### src/rtl/gpio_pkg.sv
// Shared register offsets, edge-mode encoding and address decode for the MMIO GPIO block.
package gpio_pkg;

  localparam logic [4:0] OFF_OUT  = 5'h00;
  localparam logic [4:0] OFF_SET  = 5'h04;
  localparam logic [4:0] OFF_CLR  = 5'h08;
  localparam logic [4:0] OFF_DIR  = 5'h0C;
  localparam logic [4:0] OFF_IN   = 5'h10;
  localparam logic [4:0] OFF_EN   = 5'h14;
  localparam logic [4:0] OFF_STAT = 5'h18;
  localparam logic [4:0] OFF_MODE = 5'h1C;

  typedef enum logic {
    EDGE_RISE = 1'b0,
    EDGE_FALL = 1'b1
  } edge_mode_e;

  // Word-aligned access inside the 32-byte window starting at base.
  function automatic logic reg_hit(input logic [31:0] addr, input logic [31:0] base);
    return (addr[31:5] == base[31:5]) && (addr[1:0] == 2'b00);
  endfunction

endpackage

### src/rtl/gpio_sync.sv
// Reset-clearable multi-stage flop chain used to bring asynchronous pins into the clock domain.
module gpio_sync #(
  parameter int unsigned WIDTH  = 32,
  parameter int unsigned STAGES = 2
) (
  input  logic             clk,
  input  logic             rst,
  input  logic [WIDTH-1:0] d,
  output logic [WIDTH-1:0] q
);

  logic [WIDTH-1:0] chain_q [STAGES];

  always_ff @(posedge clk) begin
    if (rst) begin
      for (int unsigned i = 0; i < STAGES; i++) chain_q[i] <= '0;
    end else begin
      chain_q[0] <= d;
      for (int unsigned i = 1; i < STAGES; i++) chain_q[i] <= chain_q[i-1];
    end
  end

  assign q = chain_q[STAGES-1];

endmodule

### src/rtl/mmio_gpio.sv
// Memory-mapped GPIO: output/direction registers with atomic set/clear, synchronised inputs
// and per-pin edge interrupts, overlaid on the data-memory read path.
module mmio_gpio
  import gpio_pkg::*;
#(
  parameter int unsigned NUM_PINS    = 32,
  parameter logic [31:0] BASE_ADDR   = 32'hFFFF_FFE0,
  parameter int unsigned SYNC_STAGES = 2
) (
  input  logic                clk,
  input  logic                rst,
  input  logic                write_mem,
  input  logic                read_mem,
  input  logic [31:0]         data_address,
  input  logic [31:0]         data_to_write,
  input  logic [31:0]         data_from_mem,
  output logic [31:0]         data_read,
  output logic [NUM_PINS-1:0] IO_out,
  output logic [NUM_PINS-1:0] IO_oe,
  input  logic [NUM_PINS-1:0] IO_in,
  output logic                irq
);

  localparam logic [2:0] PRIME_MAX = 3'(SYNC_STAGES + 1);

  logic [NUM_PINS-1:0] out_q, out_d, dir_q, dir_d, en_q, en_d, mode_q, mode_d;
  logic [NUM_PINS-1:0] stat_q, stat_d, stat_clr;
  logic [NUM_PINS-1:0] in_sync, in_prev_q, evt, wdata;
  logic [2:0]          prime_q, prime_d;
  logic                hit, primed;
  logic [4:0]          off;
  logic [31:0]         reg_rdata;

  gpio_sync #(
    .WIDTH  (NUM_PINS),
    .STAGES (SYNC_STAGES)
  ) u_sync (
    .clk (clk),
    .rst (rst),
    .d   (IO_in),
    .q   (in_sync)
  );

  assign hit    = reg_hit(data_address, BASE_ADDR);
  assign off    = data_address[4:0];
  assign wdata  = data_to_write[NUM_PINS-1:0];
  // Edges are ignored until the chain and in_prev hold real pin values after reset.
  assign primed = (prime_q == PRIME_MAX);
  assign prime_d = primed ? prime_q : prime_q + 3'd1;

  always_comb begin
    for (int unsigned i = 0; i < NUM_PINS; i++) begin
      if (edge_mode_e'(mode_q[i]) == EDGE_FALL) evt[i] = primed & ~in_sync[i] & in_prev_q[i];
      else                                      evt[i] = primed & in_sync[i] & ~in_prev_q[i];
    end
  end

  always_comb begin
    out_d    = out_q;
    dir_d    = dir_q;
    en_d     = en_q;
    mode_d   = mode_q;
    stat_clr = '0;
    if (write_mem && hit) begin
      case (off)
        OFF_OUT:  out_d    = wdata;
        OFF_SET:  out_d    = out_q | wdata;
        OFF_CLR:  out_d    = out_q & ~wdata;
        OFF_DIR:  dir_d    = wdata;
        OFF_EN:   en_d     = wdata;
        OFF_STAT: stat_clr = wdata;
        OFF_MODE: mode_d   = wdata;
        default:  ;
      endcase
    end
    // A new event beats a simultaneous clear so it is never lost.
    stat_d = (stat_q & ~stat_clr) | evt;
  end

  always_ff @(posedge clk) begin
    if (rst) begin
      out_q     <= '0;
      dir_q     <= '0;
      en_q      <= '0;
      mode_q    <= '0;
      stat_q    <= '0;
      in_prev_q <= '0;
      prime_q   <= '0;
    end else begin
      out_q     <= out_d;
      dir_q     <= dir_d;
      en_q      <= en_d;
      mode_q    <= mode_d;
      stat_q    <= stat_d;
      in_prev_q <= in_sync;
      prime_q   <= prime_d;
    end
  end

  always_comb begin
    reg_rdata = '0;
    case (off)
      OFF_OUT, OFF_SET, OFF_CLR: reg_rdata[NUM_PINS-1:0] = out_q;
      OFF_DIR:                   reg_rdata[NUM_PINS-1:0] = dir_q;
      OFF_IN:                    reg_rdata[NUM_PINS-1:0] = in_sync;
      OFF_EN:                    reg_rdata[NUM_PINS-1:0] = en_q;
      OFF_STAT:                  reg_rdata[NUM_PINS-1:0] = stat_q;
      OFF_MODE:                  reg_rdata[NUM_PINS-1:0] = mode_q;
      default:                   reg_rdata = '0;
    endcase
    data_read = (read_mem && hit) ? reg_rdata : data_from_mem;
  end

  assign IO_out = out_q;
  assign IO_oe  = dir_q;
  assign irq    = |(stat_q & en_q);

endmodule

### config.mk
export PLATFORM = sky130hd
export DESIGN_NAME = mmio_gpio
export DESIGN_NICKNAME = d
export VERILOG_FILES = /design/src/rtl/gpio_pkg.sv /design/src/rtl/gpio_sync.sv /design/src/rtl/mmio_gpio.sv
export SDC_FILE = /design/constraint.sdc
export NUM_CORES = 1
export LEC_CHECK = 0
export BUFFER_PORTS_ARGS = -buffer_cell sky130_fd_sc_hd__buf_2
export CORE_MARGIN = 2
export CORE_UTILIZATION = 44
export DETAILED_ROUTE_END_ITERATION = 10
export HOLD_SLACK_MARGIN = 0.03
export PLACE_DENSITY_LB_ADDON = 0.05
export SLEW_MARGIN = 30
export SYNTH_ARGS = -nofsm -noshare
export SYNTH_HDL_FRONTEND = slang
export SYNTH_HIERARCHICAL = 1
export SYNTH_SLANG_ARGS = --single-unit
### constraint.sdc
create_clock -name clk -period 3.6 [get_ports clk]
set_input_delay 0.54 -clock clk [delete_from_list [all_inputs] [get_ports clk]]
set_output_delay 0.54 -clock clk [all_outputs]
set_load 0.01 [all_outputs]
* Word level (Yosys, flattened, before mapping)
Memories as Yosys holds them, arrays and structs flattened.
Cells that the tools add are included.
Widths: inputs -> output; s select.
** Operators by class
- Add/subtract/negate cells :: 1
- Equality and inequality tests :: 9
- Multiplexer cells :: 42
- Bitwise operators :: 201
- Reductions and logical operators :: 12
** Operators with widths (count)
- $pmux 32 s6 :: 1
- $mux 32 :: 5
- $and 1x1->1 :: 128
- $and 32x32->32 :: 3
- $pmux 32 s3 :: 1
- $not 1->1 :: 64
- $not 32->32 :: 2
- $or 32x32->32 :: 2
- $mux 1 :: 35
- $reduce_or 32->1 :: 1
- $eq 27x27->1 const B :: 1
- $eq 5x5->1 const B :: 4
- $eq 5x4->1 const B :: 2
- $reduce_and 2->1 :: 4
- $eq 5x3->1 const B :: 1
- $logic_not 5->1 :: 1
- $add 3x1->3 const B :: 1
- $eq 3x2->1 const B :: 1
- $logic_and 1x1->1 :: 3
- $reduce_bool 3->1 :: 1
- $reduce_or 3->1 :: 1
- $logic_not 2->1 :: 1
- $or 1x1->1 :: 2
** Storage, ports and cells
- Flip-flop bits (word level) :: 195
- Bits in writable memories :: 64
- Input port bits :: 132
- Output and inout bits :: 97
- Memories :: 1
** Memories
- u_sync.chain_q :: depth 2, width 32, read ports 2, clocked after Yosys merged registers in 0, write ports 2, line gpio_sync.sv:12 : logic [WIDTH-1:0] chain_q [STAGES];

* Depth between registers and ports, before layout
- Depth after elaboration :: 7
- Mapped depth :: 8

* Cells and area by module
Netlist, hierarchy kept.
** Modules (own cells, without submodules)
- mmio_gpio :: times used 1, cells each 1174, area an instance 10005.8 sq um, seq. area each 3903.7 sq um
- gpio_sync :: times used 1, cells each 167, area an instance 2158.3 sq um, seq. area each 1281.2 sq um

* Worst setup path after synthesis
No wires, ideal clock.
- Path kind :: input-to-output
- Start point :: input port data_address[2]
- End point :: output port data_read[0]
- Arrival time :: 2.145 ns
- Data required time :: 3.060 ns
- Setup slack :: 0.915 ns
- Stages :: 6
- Cell sequence :: clkbuf_1 > a2111oi_0 > clkbuf_1 > nand2_1 > nand4_1 > mux2_2
** On the way
- Cells in the longest elaborated chain, start to end :: 4
- Elaborated cells between the ends (all ways) :: 11
- Those cells by class :: eq/ne (7); mux (2); reduce/logical (2)
** Ends and longest elaborated chain
- start: declaration :: line mmio_gpio.sv:14 : input logic [31:0] data_address,
- $eq 5x4->1 (tied with other cells) :: line mmio_gpio.sv:102 : case (off)
- $reduce_or 3->1 :: line mmio_gpio.sv:102
- $pmux 32 s6 * :: line mmio_gpio.sv:102
- $mux 32 * :: line mmio_gpio.sv:111 : data_read = (read_mem && hit) ? reg_rdata : data_from_mem;
- end: declaration :: line mmio_gpio.sv:17 : output logic [31:0] data_read,
Mark *: on every way between the ends. The rest lies on a longest branch, timed or not.

* Worst setup path after layout
- Start point :: input port data_address[2]
- End point :: output port data_read[22]
The elaborated chain is that of the path after synthesis.

==> out/qor.yml <==
row_count: 60
pin_count: 229
crit_arrival_ns: 2.57
crit_path_cell_trace: "buf_2 -> buf_4 -> mux2_2 -> a32oi_1 -> nand4_1 -> mux2_2 -> buf_2"
ys_seq_area_share_pct: 42.6
cts_resized: 0
syn_inst: 1341
tightest_slew_ns: 0.838
die_h_um: 170
avgSynthCellArea_um2: 9.07
grt_overflow: 0
chipWidth_um: 170
n_fill_cell: 2585
area_growth_pct: 17.2
crit_cells: 7
r2r_start: "prime_q[0]$_SDFFE_PP0P_"
grt_pass1_wl_um: 62100
hpwl_um: 26400
path_max_fanout: 25
synth.distinct_cells: 42
vias: 11100
crit_required_ns: 3.06
outcome: "finished, final reports clean"
insertedDiodeCount: 0
grt_usage_pct: 27.5
hold_path_class: "input port to register"
path_buf_inv: 3
slowest_delay_ns: 0.59
p_leak_nw: 5.71
core_area_mm2: 0.0270
r2r-end: "stat_q[24]$_SDFF_PP0_"
ff2ff_path_depth: 5
drt_iter0_drc: 1071
hold_start: "IO_in[29]"
worstSetupPathType: "input port to output pin"
worst_hold_slack_ns: 0.200
setup_violations: 0
start_util_pct: 45.0
ant_nets: 0
yosysWarnings: 6
drc: 0
viasPerCell: 6.04
wl_per_cell_um: 22.1
cts_made_buffers: 29
hold_depth: 2
skew_ns: 0.0109
maxClockFrequency_mhz: 322
cts_tree: "built"
cp_slowest_cell: "buf_2"
cellPowerDensity_mw_per_mm2: 448
cts_buffer_depth: 3
slew_violations: 0
async_reset_ff_share_pct: 0
antenna_found_initial: 0
cts_root_buf: "clkbuf_16"
finalCritPeriodShare_pct: 86.4
dr.pass1.iters: 5
layout-drive-gt1-share_pct: 31.4
clk_pin_slew_ns: 0.06
cts-htree-levels: 1
hold_viol_final: 0
end_kind: "output pin"
grt_max_degree: 66
grt_pass1_vias: 10300
rrSetupSlack_ns: 1.61
clkLatencyLatePin_ns: 0.55
grt_setup_unrepaired: "no"
fin_crit_ns: 3.11
io_buffers: 228
dominantRegCellSynth: "dfxtp_1"
tns_ns: 0
cts_hold_buf: 0
ir_drop_v: 0.000355
syn_area_mm2: 0.0122
synth_edf_count: 0
crit_family: "buffers and inverters"
min_to: "u_sync/chain_q[0][29]$_SDFF_PP0_"
synth_nets: 1475
relSlewSlack_pct: 44.1
critPathLaunchType: "input port"
postCtsSetupRepairBufs: 0
maxCapViolations: 0
routed_wl_um: 40600
ys_ff_latch: 259
die-area_mm2: 0.0290
gp_congestion: 0.801
clock-sinks: 259
fin_nets: 1611
==> area by class of cell <==
class / count / area, um^2 / share of cell area [%]
multi-input cells: 919 / 6190 / 43.4
flip-flops and latches: 259 / 5180 / 36.4
repair buffers: 266 / 1500 / 10.5
clock buffers: 43 / 848 / 5.95
well taps: 341 / 427 / 2.99
clock inverters: 10 / 100 / 0.702
inverters: 2 / 10.0 / 0.0702
==> layer usage <==
layer	vias up	track usage (%)	part of all wire, %
met5	-	0	0
li1	5200	-	-
met4	0	7.92	2.6
met2	478	42.8	45
met3	71	4.47	7.0
met1	5361	39.1	46
==> per-stage QoR <==
step	area (um^2)	total power, W	utilization, %	instances	setup slack (ns)
CTS	14200	0.00643	52.7	1839	0.498
global placement	13300	0.00348	49.2	1786	0.551
finish	14300	0.00639	52.8	1840	0.490
global route	14300	0.00660	52.8	1840	0.391
floorplan	12200	0.00329	-	1341	0.915
detailed placement	13300	0.00348	49.2	1786	0.512
==> how the worst max path moves through the flow <==
stage	from	endpoint	slack (ns)
6_report	data_address[2]	data_read[22]	0.49
5_1_grt	data_address[2]	data_read[28]	0.39
4_1_cts	data_address[2]	data_read[16]	0.50
3_5_place_dp	data_address[2]	data_read[16]	0.51
3_3_place_gp	data_address[2]	data_read[28]	0.55
2_1_floorplan	data_address[2]	data_read[0]	0.92
==> cell usage after synthesis, types with 2 or more instances <==
cell type / number / share of area [%]
a21oi_1: 33 / 1.4
a221oi_1: 2 / 0.14
a22o_1: 2 / 0.14
a22oi_1: 13 / 0.80
a31o_1: 13 / 0.94
a31o_2: 19 / 1.4
a32o_1: 32 / 2.6
a32oi_1: 39 / 2.8
buf_1: 11 / 0.34
buf_2: 10 / 0.41
buf_4: 33 / 2.0
buf_6: 10 / 0.93
buf_8: 2 / 0.25
clkbuf_1: 95 / 2.9
dfxtp_1: 259 / 43
ha_1: 2 / 0.21
mux2_2: 64 / 5.9
mux2i_1: 65 / 5.3
nand2_1: 185 / 5.7
nand3_1: 68 / 2.8
nand4_1: 98 / 5.0
nor2_1: 38 / 1.2
nor2b_1: 38 / 2.0
nor2b_2: 60 / 4.3
nor3_1: 35 / 1.4
nor4_1: 34 / 1.7
o21ai_0: 32 / 1.3
o41ai_1: 32 / 2.3
or3_1: 3 / 0.15
or4_1: 2 / 0.12
==> report_power, final <==
part,switching [W],total [W],internal (W)
clock network,0.00120,0.00296,0.00176
registers,0.0000373,0.00296,0.00292
logic,0.000288,0.000464,0.000176
total,0.00153,0.00639,0.00486
==> cells by family after synthesis <==
logic type	count (synthesis)	share of synthesized area, %
simple gates	568	24.9
fa+ha+maj	2	0.206
mux	129	11.3
flops	259	42.6
xor+xnor	2	0.144
buf+inv	163	6.95
compound gates	218	13.9
==> registers in the layout, summed over array words and instances, names as in the netlist <==
signal,flops
prime_q,3
stat_q,32
en_q,32
in_prev_q,32
mode_q,32
u_sync/chain_q,64
IO_out,32
IO_oe,32
==> placed cells by master (no fill, tap or decap), drive strengths merged, types with 38 or more instances in the layout <==
cell,n
mux2,64
nor2b,98
clkbuf,43
nand3,68
nor2,38
a32oi,39
dfxtp,259
nand2,185
buf,266
nand4,98
mux2i,65
==> worst reg2reg max path, cell delays in order (launching register included) <==
cell     delay [ns]
dfxtp_1        0.35
ha_1           0.16
ha_1           0.25
nor2b_2        0.49
buf_4          0.49
a32o_1         0.20
Note: power is estimated with default switching activity, not from simulation.
